## src/rtl/processor_unit_pipe.sv

```systemverilog
// rtl/processor_unit_pipe.sv - pipelined LANES-wide fp32 dot-product accumulator tile; optional beat counter under PU_BEAT_COUNT_EN

// fp_mult: combinational fp32 multiply.
// Round to nearest even. Denormal inputs and underflowing results are flushed to signed zero.
// Every NaN result is the canonical quiet NaN 0x7FC00000.
module fp_mult (
   input  logic [31:0] a,
   input  logic [31:0] b,
   output logic [31:0] y
);
   logic              sign, a_zero, b_zero, a_inf, b_inf, a_nan, b_nan, hi, guard, sticky;
   logic [47:0]       prod;
   logic [23:0]       norm;
   logic [24:0]       rnd;
   logic signed [9:0] exp;

   // Multiply significands, renormalise by at most one bit, round, then resolve special operands
   always_comb begin
      sign   = a[31] ^ b[31];
      a_zero = (a[30:23] == 8'd0);
      b_zero = (b[30:23] == 8'd0);
      a_inf  = (a[30:23] == 8'hFF) && (a[22:0] == 23'd0);
      b_inf  = (b[30:23] == 8'hFF) && (b[22:0] == 23'd0);
      a_nan  = (a[30:23] == 8'hFF) && (a[22:0] != 23'd0);
      b_nan  = (b[30:23] == 8'hFF) && (b[22:0] != 23'd0);
      prod   = {24'd0, 1'b1, a[22:0]} * {24'd0, 1'b1, b[22:0]};
      hi     = prod[47];
      norm   = hi ? prod[47:24] : prod[46:23];
      guard  = hi ? prod[23] : prod[22];
      sticky = hi ? (|prod[22:0]) : (|prod[21:0]);
      rnd    = {1'b0, norm} + {24'd0, guard & (sticky | norm[0])};
      exp    = $signed({2'b00, a[30:23]}) + $signed({2'b00, b[30:23]}) - 10'sd127
             + $signed({9'd0, hi}) + $signed({9'd0, rnd[24]});
      if (a_nan || b_nan || (a_inf && b_zero) || (b_inf && a_zero))
         y = 32'h7FC00000;
      else if (a_inf || b_inf)
         y = {sign, 8'hFF, 23'd0};
      else if (a_zero || b_zero)
         y = {sign, 31'd0};
      else if (exp >= 10'sd255)
         y = {sign, 8'hFF, 23'd0};
      else if (exp <= 10'sd0)
         y = {sign, 31'd0};
      else
         y = {sign, exp[7:0], rnd[24] ? rnd[23:1] : rnd[22:0]};
   end
endmodule

// FloatingAddition: combinational fp32 add.
// Uses guard, round and sticky bits and rounds to nearest even.
// Denormals are flushed to zero, and an exact cancellation gives +0.
module FloatingAddition (
   input  logic [31:0] a,
   input  logic [31:0] b,
   output logic [31:0] y
);
   logic              a_zero, b_zero, a_inf, b_inf, a_nan, b_nan, swap, sl, ss;
   logic [7:0]        el, es, d;
   logic [22:0]       fl, fs;
   logic [26:0]       ml, ms, mask, ms_al, n;
   logic [27:0]       raw;
   logic [4:0]        lz;
   logic [24:0]       rnd;
   logic signed [9:0] exp;

   // Align the smaller operand, add or subtract magnitudes, renormalise, round, then resolve specials
   always_comb begin
      a_zero = (a[30:23] == 8'd0);
      b_zero = (b[30:23] == 8'd0);
      a_inf  = (a[30:23] == 8'hFF) && (a[22:0] == 23'd0);
      b_inf  = (b[30:23] == 8'hFF) && (b[22:0] == 23'd0);
      a_nan  = (a[30:23] == 8'hFF) && (a[22:0] != 23'd0);
      b_nan  = (b[30:23] == 8'hFF) && (b[22:0] != 23'd0);
      swap   = (b[30:0] > a[30:0]);
      {sl, el, fl} = swap ? b : a;
      {ss, es, fs} = swap ? a : b;
      ml     = {1'b1, fl, 3'b000};
      ms     = {1'b1, fs, 3'b000};
      d      = el - es;
      mask   = ~({27{1'b1}} << d);
      if (d > 8'd26)
         ms_al = 27'd1;
      else
         ms_al = (ms >> d) | {26'd0, |(ms & mask)};
      if (sl == ss)
         raw = {1'b0, ml} + {1'b0, ms_al};
      else
         raw = {1'b0, ml} - {1'b0, ms_al};
      exp = $signed({2'b00, el});
      lz  = 5'd0;
      if (raw[27]) begin
         n   = raw[27:1] | {26'd0, raw[0]};
         exp = exp + 10'sd1;
      end else begin
         for (int i = 0; i < 27; i++)
            if (raw[i]) lz = 5'(26 - i);
         n   = raw[26:0] << lz;
         exp = exp - $signed({5'd0, lz});
      end
      rnd = {1'b0, n[26:3]} + {24'd0, n[2] & (n[1] | n[0] | n[3])};
      exp = exp + $signed({9'd0, rnd[24]});
      if (a_nan || b_nan || (a_inf && b_inf && (a[31] != b[31])))
         y = 32'h7FC00000;
      else if (a_inf)
         y = a;
      else if (b_inf)
         y = b;
      else if (a_zero && b_zero)
         y = {a[31] & b[31], 31'd0};
      else if (a_zero)
         y = b;
      else if (b_zero)
         y = a;
      else if (raw == 28'd0)
         y = 32'd0;
      else if (exp >= 10'sd255)
         y = {sl, 8'hFF, 23'd0};
      else if (exp <= 10'sd0)
         y = {sl, 31'd0};
      else
         y = {sl, exp[7:0], rnd[24] ? rnd[23:1] : rnd[22:0]};
   end
endmodule

// processor_unit_pipe: S1 registers the lane products. S2 chains the adds left to right into acc.
module processor_unit_pipe #(
   parameter int LANES = 2
) (
   input  logic                  clk,
   input  logic                  rst,
   input  logic                  in_valid,
   output logic                  in_ready,
   input  logic                  in_first,
   input  logic                  in_last,
   input  logic [31:0]           in_previous,
   input  logic [LANES*32-1:0]   in_a,
   input  logic [LANES*32-1:0]   in_b,
   output logic                  out_valid,
   input  logic                  out_ready,
`ifdef PU_BEAT_COUNT_EN
   output logic [15:0]           out_beats,
`endif
   output logic [31:0]           out_data
);
   logic [LANES*32-1:0]     prod, s1_prod;
   logic [(LANES+1)*32-1:0] chain;
   logic                    s1_valid, s1_first, s1_last, s1_advance;
   logic [31:0]             s1_seed, acc, sum;

   genvar i;
   generate
      for (i = 0; i < LANES; i++) begin : g_lane
         fp_mult u_mult (
            .a (in_a[32*i +: 32]),
            .b (in_b[32*i +: 32]),
            .y (prod[32*i +: 32])
         );
         FloatingAddition u_add (
            .a (chain[32*i +: 32]),
            .b (s1_prod[32*i +: 32]),
            .y (chain[32*(i+1) +: 32])
         );
      end
   endgenerate

   // A last beat may only leave S1 when the output slot is free or being consumed this cycle
   assign chain[31:0] = s1_first ? s1_seed : acc;
   assign sum         = chain[32*LANES +: 32];
   assign s1_advance  = s1_valid && (!s1_last || !out_valid || out_ready);
   assign in_ready    = !s1_valid || s1_advance;

   // S1: capture products and packet flags on accept; the seed is only meaningful on a first beat
   always_ff @(posedge clk or posedge rst) begin
      if (rst) begin
         s1_valid <= 1'b0;
         s1_first <= 1'b0;
         s1_last  <= 1'b0;
         s1_seed  <= 32'd0;
         s1_prod  <= '0;
      end else if (in_valid && in_ready) begin
         s1_valid <= 1'b1;
         s1_first <= in_first;
         s1_last  <= in_last;
         s1_prod  <= prod;
         if (in_first) s1_seed <= in_previous;
      end else if (s1_advance) begin
         s1_valid <= 1'b0;
      end
   end

   // S2: fold the chained sum into acc, and publish it on a last beat
   // A simultaneous consume and new result keeps out_valid high
   always_ff @(posedge clk or posedge rst) begin
      if (rst) begin
         acc       <= 32'd0;
         out_valid <= 1'b0;
         out_data  <= 32'd0;
      end else begin
         if (s1_advance) acc <= sum;
         if (s1_advance && s1_last) begin
            out_valid <= 1'b1;
            out_data  <= sum;
         end else if (out_ready) begin
            out_valid <= 1'b0;
         end
      end
   end

`ifdef PU_BEAT_COUNT_EN
   logic [15:0] beat_cnt, beat_next;
   assign beat_next = s1_first ? 16'd1 : ((beat_cnt == 16'hFFFF) ? beat_cnt : beat_cnt + 16'd1);

   // Saturating per-packet beat count, latched alongside out_data
   always_ff @(posedge clk or posedge rst) begin
      if (rst) begin
         beat_cnt  <= 16'd0;
         out_beats <= 16'd0;
      end else if (s1_advance) begin
         beat_cnt <= beat_next;
         if (s1_last) out_beats <= beat_next;
      end
   end
`endif
endmodule

```

## config.mk

```make
export PLATFORM = sky130hd
export DESIGN_NAME = processor_unit_pipe
export DESIGN_NICKNAME = d
export VERILOG_FILES = /design/src/rtl/processor_unit_pipe.sv
export SDC_FILE = /design/constraint.sdc
export NUM_CORES = 2
export LEC_CHECK = 0
export CAP_MARGIN = 40
export CORE_ASPECT_RATIO = 1.5
export CORE_MARGIN = 2
export CORE_UTILIZATION = 50
export DETAILED_ROUTE_END_ITERATION = 8
export DONT_BUFFER_PORTS = 1
export GPL_TIMING_DRIVEN = 0
export PLACE_DENSITY = 0.76
export SYNTH_ARGS = -nofsm -noshare
export SYNTH_HDL_FRONTEND = slang
export SYNTH_SLANG_ARGS = --single-unit
```

## constraint.sdc

```tcl
create_clock -name clk -period 42.1 [get_ports clk]
set_input_delay 8.42 -clock clk [delete_from_list [all_inputs] [get_ports clk]]
set_output_delay 8.42 -clock clk [all_outputs]
set_load 0.02 [all_outputs]
```

======== Word level (Yosys, flattened, before mapping) ========
Cells that the tools add are included.
operators by class
  add/sub/neg operators ................... 24
  equal/unequal tests ..................... 12
  shifts and indexed selects .............. 6
  magnitude comparators ................... 12
  reductions and logical operators ........ 84
  bitwise logic cells ..................... 22
  mux-type cells .......................... 111
  multiply operators ...................... 2
operators by type and width
  operator                 count
  $mux W32                 21
  $mux W31                 12
  $mux W5                  56
  $logic_not A23 Y1        8
  $reduce_bool A23 Y1      8
  $mux W27                 4
  $or A27 B1 Y27           4
  $add A24 B1 Y25          4
  $mul A24 B24 Y48         2
  $mux W23                 4
  $eq A8 B8 Y1 const B     8
  $logic_not A8 Y1         8
  $gt A31 B31 Y1           2
  $add A10 B2 Y10          6
  $add A27 B27 Y28         2
  $logic_not A28 Y1        2
  $mux W28                 2
  $sub A27 B27 Y28         2
  $and A27 B27 Y27         2
  $not A27 Y27             2
  $reduce_or A27 Y1        2
  $shl A27 B5 Y27          2
  $shl A27 B8 Y27 const A  2
  $shr A27 B8 Y27          2
  other kinds (23)         106
storage, ports and cells
  output and inout bits ................... 34
  word-level logic and storage cells ...... 281
  flip-flop bits (word level) ............. 164

======== Longest topological paths before layout ========
  depth in word-level cells ............... 113
  depth in mapped cells ................... 174
  mapped depth without buffers ............ 151

======== By module ========
Synthesis repeated with hierarchy kept, for this count alone.
second synthesis, totals
  cells, all modules ...................... 9523
  area total of the unflattened synthesis .. 75512.4 um2
modules (own cells, without submodules)
  module                       times used  seq. area each (um2)  area each (um2)  cells an instance
  FloatingAddition             2           0.0                   12832.3          1966
  fp_mult at g_lane[1].u_mult  1           0.0                   21639.5          2599
  fp_mult at g_lane[0].u_mult  1           0.0                   21605.7          2601
  processor_unit_pipe          1           4103.9                6602.6           391

======== Least setup slack after synthesis ========
No wires, ideal clock.
  kind .................................... register to register
  from .................................... reg s1_first
  to ...................................... reg out_data[21]
  stages on the path, launching flop included .. 156
  slack ................................... 11.844 ns
  buffers on the path ..................... 22
  setup time .............................. 0.067 ns
  arrival time ............................ 30.190 ns
  cells stage by stage .................... dfrtp_1 > clkbuf_1 > buf_2 > buf_2 > mux2i_1 > ha_1 > nand4_2 > nor4_2 > nor4_1 > a21o_1 > buf_4 > nor2_4 > buf_2 > clkbuf_1 > a21oi_1 > ha_1 > a41oi_2 > a21boi_1 > (+120 left out) > o21ai_0 > a21oi_1 > or3_1 > or4b_4 > or4b_4 > nor2_4 > ha_1 > nand3_1 > or3b_2 > nor3_1 > xor2_1 > nor3_1 > a31oi_1 > nand3_1 > a21oi_2 > nand2_1 > o221ai_1 > a22o_1
between the ends
  word-level cells in the longest chain between the ends .. 113
  elaborated cells on any way between the ends .. 162
  classes of those cells .................. 14 x add/sub; 8 x order compare; 6 x eq/ne; 6 x shift; 89 x mux; 15 x bitwise; 24 x reduce/logical
RTL lines
  element                      RTL line  source
  start, declared              147       logic s1_valid, s1_first, s1_last, s1_advance;
  start signal, assigned       182       s1_first <= in_first;
  $mux W32 *                   167       assign chain[31:0] = s1_first ? s1_seed : acc;
  $gt A31 B31 Y1               74        swap = (b[30:0] > a[30:0]);
  $mux W32 (on tied branches)  75, 76
  $sub A8 B8 Y8                79        d = el - es;
  $shl A27 B8 Y27              80        mask = ~({27{1'b1}} << d);
  $not A27 Y27                 80
  $and A27 B27 Y27             84        ms_al = (ms >> d) | {26'd0, |(ms & mask)};
  $reduce_or A27 Y1            84
  (+97 left out)               -
  $mux W31                     116       else if (exp >= 10'sd255)
  $mux W32                     114       else if (raw == 28'd0)
  $mux W32                     112       else if (b_zero)
  $mux W32                     110       else if (a_zero)
  $mux W32                     108       else if (a_zero && b_zero)
  $mux W32                     106       else if (b_inf)
  $mux W32                     104       else if (a_inf)
  $mux W32 *                   102       if (a_nan || b_nan || (a_inf && b_inf && (a[31] != b[31])))
  end signal, assigned         202       out_data <= sum;
  end, declared                143       output logic [31:0] out_data
Every way passes the cells marked *; elsewhere a longest branch is shown, timed or not. The select of a mux whose other input is x is not followed.
A chain may end at the register's enable or synchronous reset.

======== Worst setup path in the final report ========
  from .................................... reg s1_first
  to ...................................... reg acc[19]
between the ends
  word-level cells in the longest chain between the ends .. 113
  elaborated cells on any way between the ends .. 162
  classes of those cells .................. 14 x add/sub; 8 x order compare; 6 x eq/ne; 6 x shift; 89 x mux; 15 x bitwise; 24 x reduce/logical
RTL lines
  element                      RTL line  source
  $mux W32 *                   167
  $gt A31 B31 Y1               74
  $mux W32 (on tied branches)  75, 76
  $sub A8 B8 Y8                79
  $shl A27 B8 Y27              80
  $not A27 Y27                 80
  $and A27 B27 Y27             84
  $reduce_or A27 Y1            84
  (+97 left out)               -
  $mux W31                     116
  $mux W32                     114
  $mux W32                     112
  $mux W32                     110
  $mux W32                     108
  $mux W32                     106
  $mux W32                     104
  $mux W32 *                   102
  end signal, assigned         199       if (s1_advance) acc <= sum;
  end, declared                148       logic [31:0] s1_seed, acc, sum;
Marks and branches as above.

==> impl_metrics.env <==
export IMPL_dpl_cell_area_um2=74100
export IMPL_yosys_area_share_simple_pct=22.1
export IMPL_initial_core_util_pct=50.3
export IMPL_grt_pass1_wl_um=457000
export IMPL_cts_buffer_depth=2
export IMPL_worstPathArrival_ps=40660
export IMPL_synth_seq_cells=164
export IMPL_htreeDepth=4
export IMPL_ys_flop_type="dfrtp_1"
export IMPL_stdcell_area_um2=74900
export IMPL_max_slew_margin_rel_pct=33.2
export IMPL_crit_path_end_kind="register"
export IMPL_cts_sinks=164
export IMPL_path_buf_inv=23
export IMPL_io_buffers=0
export IMPL_antenna_found_initial=11
export IMPL_ys_warn_count=0
export IMPL_die_area_um2=145000
export IMPL_slowest_stage="o311ai_0"
export IMPL_synth_top_family_by_area="adder cells"
export IMPL_mostFrequentLayoutCell="inv_1"
export IMPL_grt_max_degree=95
export IMPL_pin_count=200
export IMPL_hold_violations=0
export IMPL_gr_total_overflow=0
export IMPL_wl_per_cell_um=27.4
export IMPL_post_route_util_pct=53.1
export IMPL_fin_crit_ps=40240
export IMPL_fill_cells=13600
export IMPL_setup_tns_ps=0
export IMPL_drt_first_iter_violations=6590
export IMPL_skew_ps=27.0
export IMPL_setup_viol=0
export IMPL_hp_class="register to register"
export IMPL_status="completed"
export IMPL_core_area_um2=141000
export IMPL_worstMarginPinSlew_ps=995
export IMPL_synthesis_area_um2=70900
export IMPL_crit_fanout=19
export IMPL_syn_nets=10800
export IMPL_drive_above_1_share_pct=5.24
export IMPL_drtPass1Iterations=8
export IMPL_syn_avg_cell_area_um2=7.75
export IMPL_synth_xor_area_share_pct=3.34
export IMPL_cts_buffers=17
export IMPL_final_cell_mix="1306 x inv_1, 1280 x nand2_1, 972 x fa_1"
export IMPL_clockRootBuffer="clkbuf_16"
export IMPL_hpwl_um=256000
export IMPL_via_per_inst=6.41
export IMPL_finalMaxSlewViolations=0
export IMPL_path_delay_family="compound AO/OA/AOI/OAI gates"
export IMPL_synth_compound_area_share_pct=18.3
export IMPL_synth_seq_area_share_pct=5.79
export IMPL_die_h_um=465
export IMPL_die_w_um=311
export IMPL_cts_tree="built"
export IMPL_gp_congestion=1.04
export IMPL_crit_top_cell="a21oi_1"
export IMPL_synthArstFlopShare_pct=100
export IMPL_antenna_left=0
export IMPL_wirelength_um=307000
export IMPL_synth_distinct_cells=142
export IMPL_grt_pass1_vias=75500
export IMPL_critPathMaxStageDelay_ps=740
export IMPL_period_share_pct=95.6
export IMPL_synthAdderAreaFrac_pct=37.2
export IMPL_max_freq_mhz=24.8
export IMPL_max_cap_violations=0
export IMPL_track_usage_pct=41.7
export IMPL_vias=71700
export IMPL_final_nets=11000
export IMPL_critPathRequiredTime_ps=42510
export IMPL_grt_setup_unrepaired="no"
export IMPL_syn_inst=9150
export IMPL_drc=0
export IMPL_areaGrowthSynthToFinish_pct=5.65
export IMPL_synth_mux_area_share_pct=3.55
export IMPL_rows=169
export IMPL_clkTransAtPathRegs_ps=80
export IMPL_synth_edff_count=0
export IMPL_clk_latency_ps=490
export IMPL_cp_start_kind="register"
export IMPL_crit_type="register to register"
[layout make-up]
cell class | count | area [µm²] | share of cell area [%]
multi-input combinational | 7183 | 60100 | 80.2
clock buffer | 17 | 425 | 0.568
inverter | 1314 | 4940 | 6.60
clock inverter | 14 | 140 | 0.187
antenna | 5 | 12.5 | 0.0167
timing repair buffer | 112 | 852 | 1.14
tap | 1881 | 2350 | 3.14
buffer | 486 | 1960 | 2.62
sequential | 164 | 4100 | 5.48
[per-stage QoR]
step	setup slack (ps)	instances	hold slack [ps]
after detailed placement	-1090	11100	464
after CTS	115	11200	484
final	1860	11200	483
after global routing	106	11200	514
after global placement	-2090	11000	460
after floorplan	11840	9150	445
[worst paths after layout]
path | slack [ps] | depth (start not counted) | endpoint | from
setup / recovery | 1860 | 152 | acc[19]$_DFFE_PP0P_ | s1_first$_DFFE_PP0P_
hold / removal | 480 | 2 | acc[3]$_DFFE_PP0P_ | acc[3]$_DFFE_PP0P_
setup reg to reg | 1860 | 152 | acc[19]$_DFFE_PP0P_ | s1_first$_DFFE_PP0P_
hold reg to reg | 480 | 2 | acc[3]$_DFFE_PP0P_ | acc[3]$_DFFE_PP0P_
max in group asynchronous | 33390 | 2 | s1_prod[22]$_DFFE_PP0P_ | rst
min in group asynchronous | 7880 | 1 | s1_prod[26]$_DFFE_PP0P_ | rst
[worst reg2reg max path: cells and delay by family (launching register included)]
kind / cells / cell delay (ps)
compound gates: 65 / 17080
simple gates: 50 / 10750
buf+inv: 23 / 7660
fa+ha+maj: 10 / 2800
mux: 3 / 1280
flops: 1 / 330
xor+xnor: 1 / 280
[repair_timing]
| item | in CTS | in global routing |
|---|---|---|
| setup endpoints to repair | 60 | 62 |
| pin swaps | 0 | 1 |
| hold endpoints to repair | 0 | 0 |
| hold buffers | 0 | 0 |
| gates resized for setup | 13 | 33 |
| gates cloned | 0 | 0 |
| setup buffers | 0 | 1 |
[flip-flops by register name, summed over array words and instances, names as in the netlist]
name,count
out_valid,1
s1_seed,32
acc,32
s1_prod,64
s1_valid,1
s1_first,1
s1_last,1
out_data,32
[Yosys cell counts, types with 18 or more instances]
master,count,area (µm²)
ha_1,553,6920
mux2i_1,143,1430
nor4_1,109,682
dfrtp_1,164,4100
a22o_1,33,289
or3_1,53,332
a21o_1,66,495
and3_1,56,350
o21ai_1,26,130
o31ai_1,40,300
a31oi_1,66,413
fa_1,972,19500
o21ai_0,386,1930
a22oi_1,21,158
a21oi_1,505,2530
nor2_1,548,2060
xnor2_1,192,1680
mux2_2,66,743
and2_1,478,2990
xor2_1,73,639
o211a_1,18,180
a2111oi_0,19,166
a211o_1,32,280
o22ai_1,47,294
clkbuf_1,403,1510
a211oi_1,98,736
nor3_1,173,866
nand2_1,1280,4800
a221oi_1,22,193
o21bai_1,105,788
nor2b_1,32,200
nand2b_1,49,307
o32ai_1,22,193
o21a_1,59,443
inv_1,1307,4910
buf_2,36,180
nand3_1,180,901
nand4_1,97,607
or2_2,40,250
o211ai_1,79,593
buf_1,34,128
[routing by layer]
layer  part of all wire [%]  global-route usage [%]  vias up
li1                       -                       -    31000
met1                     33                    42.5    35000
met2                     48                    72.0     4079
met4                     11                    37.0        6
met5                  0.012                       0        -
met3                    8.4                    8.77     1598
[kinds of logic after synthesis]
family | Yosys count
DFF | 164
xor gates and xnor gates | 268
buffers and inverters | 1803
AOI/OAI and AO/OA | 1930
adders and majority gates | 1526
and+or+nand+nor | 3234
muxes | 225
Power is left out: the tool's default activity adds up to more than one toggle a clock period on the data nets, which glitch-free logic cannot reach.
